`src/rtl/freq_gen_module.sv`:
```
// freq_gen_module - phase-accumulator NCO square-wave generator with Hz-to-increment divider
// A new frequency is converted by a 32-step restoring divider and swapped in on a period boundary.
module freq_gen_module #(
   parameter logic [31:0] freq_base = 32'd200_000_000,
   parameter int          ACC_W     = 32
) (
   input  logic             clk_base,
   input  logic             aclr,
   input  logic [31:0]      freq_set,
   input  logic             set_valid,
   output logic             set_ready,
   output logic             set_err,
   output logic             clk_out,
   output logic             tick,
   output logic [ACC_W-1:0] inc_cur,
   output logic             busy
);

   localparam logic [31:0] FREQ_MAX = freq_base / 32'd2;
   localparam logic [32:0] DIVISOR  = {1'b0, freq_base};

   typedef enum logic [1:0] {IDLE, DIV, APPLY} state_t;

   state_t           state, state_nxt;
   logic [ACC_W-1:0] acc;
   logic [ACC_W-1:0] inc_pend;
   logic [ACC_W:0]   sum;
   logic             carry;
   logic [31:0]      rem;
   logic [31:0]      quot;
   logic [4:0]       cnt;
   logic [32:0]      rem_sh;
   logic [32:0]      rem_diff;
   logic [31:0]      rem_nxt;
   logic             q_bit;
   logic             clamped;
   logic [31:0]      f_req;
   logic             accept;
   logic             apply_now;

   assign sum   = {1'b0, acc} + {1'b0, inc_cur};
   assign carry = sum[ACC_W];

   assign clamped = freq_set > FREQ_MAX;
   assign f_req   = clamped ? FREQ_MAX : freq_set;

   // One restoring step; rem stays below freq_base so the shifted value fits in 33 bits.
   always_comb begin
      rem_sh   = {rem, 1'b0};
      rem_diff = rem_sh - DIVISOR;
      q_bit    = rem_sh >= DIVISOR;
      rem_nxt  = q_bit ? rem_diff[31:0] : rem_sh[31:0];
   end

   assign set_ready = (state == IDLE);
   assign busy      = ~set_ready;

   always_ff @(posedge clk_base or posedge aclr) begin
      if (aclr) state <= IDLE;
      else      state <= state_nxt;
   end

   always_comb begin
      state_nxt = state;
      accept    = 1'b0;
      apply_now = 1'b0;
      case (state)
         IDLE: begin
            if (set_valid) begin
               accept    = 1'b1;
               state_nxt = DIV;
            end
         end
         DIV: begin
            if (cnt == 5'd31) state_nxt = APPLY;
         end
         APPLY: begin
            // Swap on a wrap so the old period completes; a stopped or stopping output swaps at once.
            if (carry || (inc_cur == '0) || (inc_pend == '0)) begin
               apply_now = 1'b1;
               state_nxt = IDLE;
            end
         end
         default: state_nxt = IDLE;
      endcase
   end

   always_ff @(posedge clk_base or posedge aclr) begin
      if (aclr) begin
         rem      <= '0;
         quot     <= '0;
         cnt      <= '0;
         inc_pend <= '0;
         set_err  <= 1'b0;
      end else begin
         set_err <= 1'b0;
         if (accept) begin
            rem     <= f_req;
            quot    <= '0;
            cnt     <= '0;
            set_err <= clamped;
         end
         if (state == DIV) begin
            rem  <= rem_nxt;
            quot <= {quot[30:0], q_bit};
            cnt  <= cnt + 5'd1;
            if (cnt == 5'd31) inc_pend <= {quot[30:0], q_bit};
         end
      end
   end

   always_ff @(posedge clk_base or posedge aclr) begin
      if (aclr) begin
         acc     <= '0;
         inc_cur <= '0;
         clk_out <= 1'b0;
         tick    <= 1'b0;
      end else begin
         acc     <= sum[ACC_W-1:0];
         clk_out <= sum[ACC_W-1];
         tick    <= carry;
         if (apply_now) inc_cur <= inc_pend;
      end
   end

endmodule

```
`config.mk`:
```
export PLATFORM = sky130hd
export DESIGN_NAME = freq_gen_module
export DESIGN_NICKNAME = d
export VERILOG_FILES = /design/src/rtl/freq_gen_module.sv
export SDC_FILE = /design/constraint.sdc
export NUM_CORES = 1
export LEC_CHECK = 0
export ABC_CLOCK_PERIOD_IN_PS = 6200
export CORE_MARGIN = 2
export CORE_UTILIZATION = 30
export DETAILED_ROUTE_END_ITERATION = 8
export GPL_TIMING_DRIVEN = 1
export PLACE_DENSITY_LB_ADDON = 0.25
export SLEW_MARGIN = 20
export SYNTH_ARGS = -nofsm -noshare
export SYNTH_HDL_FRONTEND = slang
export SYNTH_SLANG_ARGS = --single-unit
export TNS_END_PERCENT = 1
```
`constraint.sdc`:
```
create_clock -name clk_base -period 6.2 [get_ports clk_base]
set_clock_uncertainty 0.15 [all_clocks]
set_input_delay 1.55 -clock clk_base [delete_from_list [all_inputs] [get_ports clk_base]]
set_output_delay 1.55 -clock clk_base [all_outputs]
set_load 0.1 [all_outputs]
```
* Word level (Yosys, flattened, before mapping)
Cells that the tools add are included.
** Storage, ports and cells
- ROM bits :: 0
- Input port bits :: 35
- Latch bits :: 0
- Bits in registers :: 169
- Memories :: 0
- Memory bits (writable) :: 0
- Word-level logic and storage cells :: 47
- Output and inout port bits :: 37
** Cells by class
- Multiply operators :: 0
- Magnitude comparators :: 2
- Shift operators :: 0
- Divide/modulo/power cells :: 0
- Multiplexer cells :: 17
- Equal/unequal tests :: 6
- Bitwise operators :: 1
- Reductions and logical operators :: 8
- Add/sub/neg operators :: 3
** Operators by type and width (number)
- $mux W32 :: 4
- $logic_not A32 Y1 :: 2
- $mux W31 :: 2
- $add A32 B32 Y33 :: 1
- $ge A33 B28 Y1 const B :: 1
- $gt A32 B27 Y1 const B :: 1
- $sub A32 B28 Y32 const B :: 1
- $mux W5 :: 2
- $mux W2 :: 3
- $ne A2 B2 Y1 const B :: 3
- $pmux W2 S3 :: 1
- $add A5 B1 Y5 const B :: 1
- $eq A5 B5 Y1 const B :: 1
- $mux W1 :: 5
- $reduce_and A3 Y1 :: 1
- $eq A2 B1 Y1 const B :: 1
- $eq A2 B2 Y1 const B :: 1
- $logic_not A2 Y1 :: 1
- $logic_or A1 B1 Y1 :: 2
- $reduce_and A2 Y1 :: 1
- $reduce_bool A2 Y1 :: 1
- $not A1 Y1 :: 1

* Logic depth before layout (Yosys ltp)
- Depth after elaboration :: 5
- Gate-level depth with buffers :: 10
- Depth with buffers taken out :: 9

* Least setup slack after synthesis
No wires, ideal clock.
- Path type :: reg-to-output
- Start point :: reg state[0]
- End point :: out busy
- Buffers on the path :: 0
- Required time :: 4500 ps
- Arrival time :: 2697 ps
- Stages on the path, launching flop included :: 3
- Slack :: 1803 ps
- Cells stage by stage :: dfrtp_1 -> nor2_1 -> inv_1
** On the way
- Longest elaborated chain between the ends :: 2
** Ends and longest elaborated chain
- from (decl) :: RTL line 24 : state_t state, state_nxt;
- from (signal assigned) :: RTL line 60 : else state <= state_nxt;
- $logic_not A2 Y1 :: RTL line 55 : assign set_ready = (state == IDLE);
- net set_ready :: RTL line 11 : output logic set_ready,
- $not A1 Y1 :: RTL line 56 : assign busy = ~set_ready;
- to (decl) :: RTL line 16 : output logic busy
The timed path passes the listed nets, and every way through them passes these cells.

* Worst setup path in the final report
- Start point :: reg state[1]
- End point :: out set_ready
** On the way
- Longest elaborated chain between the ends :: 1
** Ends and longest elaborated chain (RTL line)
- $logic_not A2 Y1 :: 55
- to (decl) :: 11
Every way passes these cells.

==> impl_metrics.csv <==
group,metric,value,unit
grt,busiest_layer,"met2",
cts,cts_tree,"done",
critical_path,startpoint_type,"flop",
die,die_area,0.0304,mm^2
die,core_area,0.0286,mm^2
detailed_routing,wl,19800,um
power,leakagePower,4.78,nW
cts,cts_inserted_buffers,17,
cts,cts_setup_buffers,0,
critical_path,rrSetupSlack,2.90,ns
final_layout,finalNetCount,907,
cts,clkTransAtPathRegs,0.07,ns
grt,met3_usage,2.58,%
logic_synthesis,synthTopCellsByCount,"dfrtp_1, o21ai_0, nand2_1",
cts,hold_buffers,0,
logic_synthesis,syn_inst,780,
logic_synthesis,syn_nets,852,
placed_design,hpwl,13800,um
critical_path,endpoint,"set_ready",
power,clkPwrFrac,27.2,%
cts,root_buffer,"clkbuf_16",
run,maxCapViolCount,0,
logic_synthesis,ys_ff_latch,168,
cts,cts_resized,0,
die,die_h,174,um
critical_path,r2r-end,"inc_cur[31]",
logic_synthesis,ys_types,67,
power,p_sw_share,35.9,%
critical_path,worst_setup_path_end_kind,"output pin",
sta,min_period_over_period,65.7,%
grt,grt_use_total,13.4,%
sta,timing.hold.ws,0.326,ns
logic_synthesis,synth_top_area_share,48.3,%
detailed_routing,drt_iter0_drc,572,
die,num_rows,62,
sta,rsz0062_at_grt,"no",
critical_path,worstReg2RegStart,"inc_cur[0]",
logic_synthesis,synth_flop_cell,"dfrtp_1",
sta,clock.fmax,246,MHz
grt,grt_max_degree,169,
grt,use_met1,19.4,%
cts,ctsLongestPathBuffers,2,
hold_path,hp-class,"reg -> reg",
power,p_comb_share,28.5,%
power,powerDensity,383,mW/mm^2
logic_synthesis,netlist_area,0.00870,mm^2
power,finalPower,3.96,mW
power,p_int,2.54,mW
logic_synthesis,synthTopCellsByArea,"dfrtp_1, ha_1, mux2_4, mux2_2, a22o_1",
detailed_routing,num_vias,6277,
power,power.switching,1.42,mW
critical_path,critPathMaxFanout,7,
die,die_w,174,um
grt,grt_pass1_vias,6110,
sta,min_period,4.07,ns
critical_path,crit_path_start,"state[1]",
sta,tns,0,ns
detailed_routing,wl_per_cell,16.1,um
grt,grt_pass1_wl,32900,um
critical_path,critical_path_class,"reg -> out",
detailed_routing,vias_per_cell,5.09,
grt,use_met2,20.6,%
placed_design,portBuffers,71,
grt,grt_overflow,0,
logic_synthesis,ys_seq_area_share,48.3,%
power,peakVddDrop,0.207,mV
sta,relSlewSlack,34.1,%
critical_path,cp.required,4.50,ns
sta,tightest_slew,0.988,ns
final_layout,syn2layout_area_growth,18.8,%
sta,final_max_slew_viol_count,0,
detailed_routing,drc,0,
detailed_routing,firstDrtPassIters,8,
die,initial_core_util,30.4,%
logic_synthesis,synth.most_common_cell,"dfrtp_1",
logic_synthesis,synth_warnings,0,
cts,clk_latency,0.43,ns
final_layout,drive_gt1_share,13.3,%
logic_synthesis,yosysTopAreaCell,"dfrtp_1",
power,power_frac_seq,44.3,%
logic_synthesis,synth_edf_count,0,
cts,cts.sinks,168,
outcome,status,"finished clean",
detailed_routing,ant_nets,0,
critical_path,cp_data_arrival_time,2.37,ns
placed_design,gp_congestion,0.810,
final_layout,n_antenna_cell,0,
critical_path,reg2reg_depth,9,
sta,setup_viol,0,
die,ios,72,
cts,htree_num_levels,4,
grt,antenna_found_initial,0,
logic_synthesis,avgSynthCellArea,11.2,um^2
sta,finalHoldViolCount,0,
logic_synthesis,synthArstFlopShare,100,%
metrics by stage:
step | utilization (%) | setup WS, ns | std cells | cell area, um^2
final | 36.1 | 2.13 | 1232 | 10300
after global routing | 36.1 | 2.04 | 1232 | 10300
after CTS | 36.1 | 2.07 | 1232 | 10300
after floorplan | - | 1.80 | 780 | 8710
after global placement | 34.1 | 1.99 | 1200 | 9750
after detailed placement | 34.1 | 1.86 | 1200 | 9750
power by group through the flow:
stage | clock, mW | sequential [mW] | combinational (mW)
2_1_floorplan | 0 | 1.72 | 0.878
3_3_place_gp | 0 | 1.77 | 1.12
3_5_place_dp | 0 | 1.77 | 1.14
4_1_cts | 1.11 | 1.75 | 1.14
5_1_grt | 1.15 | 1.81 | 1.27
6_report | 1.07 | 1.75 | 1.13
worst min path at each step:
stage	from	end	slack, ns	cells after the start
6_report	acc[0]	acc[0]	0.33	1
4_1_cts	acc[0]	acc[0]	0.33	1
5_1_grt	acc[0]	acc[0]	0.35	1
2_1_floorplan	acc[0]	acc[0]	0.29	1
3_3_place_gp	acc[0]	acc[0]	0.30	1
3_5_place_dp	acc[0]	acc[0]	0.31	1
cells by family after synthesis:
kind of cell | Yosys count | share of synthesized area (%)
AOI/OAI and AO/OA | 207 | 17.2
xor gates and xnor gates | 47 | 4.73
adders and majority gates | 37 | 5.40
buffers and inverters | 54 | 2.98
DFF | 168 | 48.3
muxes | 63 | 9.44
and+or+nand+nor | 204 | 12.0
per-layer routing:
layer | part of all wire, % | vias to the layer above | routed length [um]
met4 | 0.61 | 0 | 121
met5 | 0 | - | 0
met1 | 51 | 3089 | 10000
li1 | - | 3047 | -
met3 | 3.4 | 8 | 669
met2 | 45 | 133 | 9020
final cells by class:
class	count	area, um^2
Tap cell	384	480
Inverter	15	60.1
Sequential cell	168	4200
Multi-Input combinational cell	558	4250
Clock inverter	14	155
Fill cell	2811	18300
Timing Repair Buffer	75	753
Clock buffer	18	439
cell usage in the layout (no fill, tap or decap), drive strengths merged, types with 8 or more instances in the layout:
| cell | n |
|---|---|
| o21ai | 51 |
| inv | 22 |
| nand3 | 18 |
| dfrtp | 168 |
| a21oi | 37 |
| nor4 | 21 |
| nor2b | 8 |
| xnor2 | 22 |
| nand4 | 21 |
| nor3 | 16 |
| a22o | 33 |
| ha | 36 |
| a211oi | 8 |
| nor2 | 41 |
| xor2 | 25 |
| a21o | 8 |
| clkbuf | 18 |
| o211ai | 9 |
| clkdlybuf4s50 | 71 |
| nand2 | 45 |
| mux2 | 63 |
| and3 | 9 |
sequential cells by signal (all words and copies together), names as in the netlist:
register and count:
cnt 5, rem 32, set_err 1, acc 32
inc_cur 32, tick 1, state 2, inc_pend 32
quot 31
worst max-delay path, cell delays in order, from the launching register on:
cell and delay (ns):
dfrtp_1 0.48, nor2_1 0.27, clkdlybuf4s50_1 1.19
(Power assumes the default switching activity.)
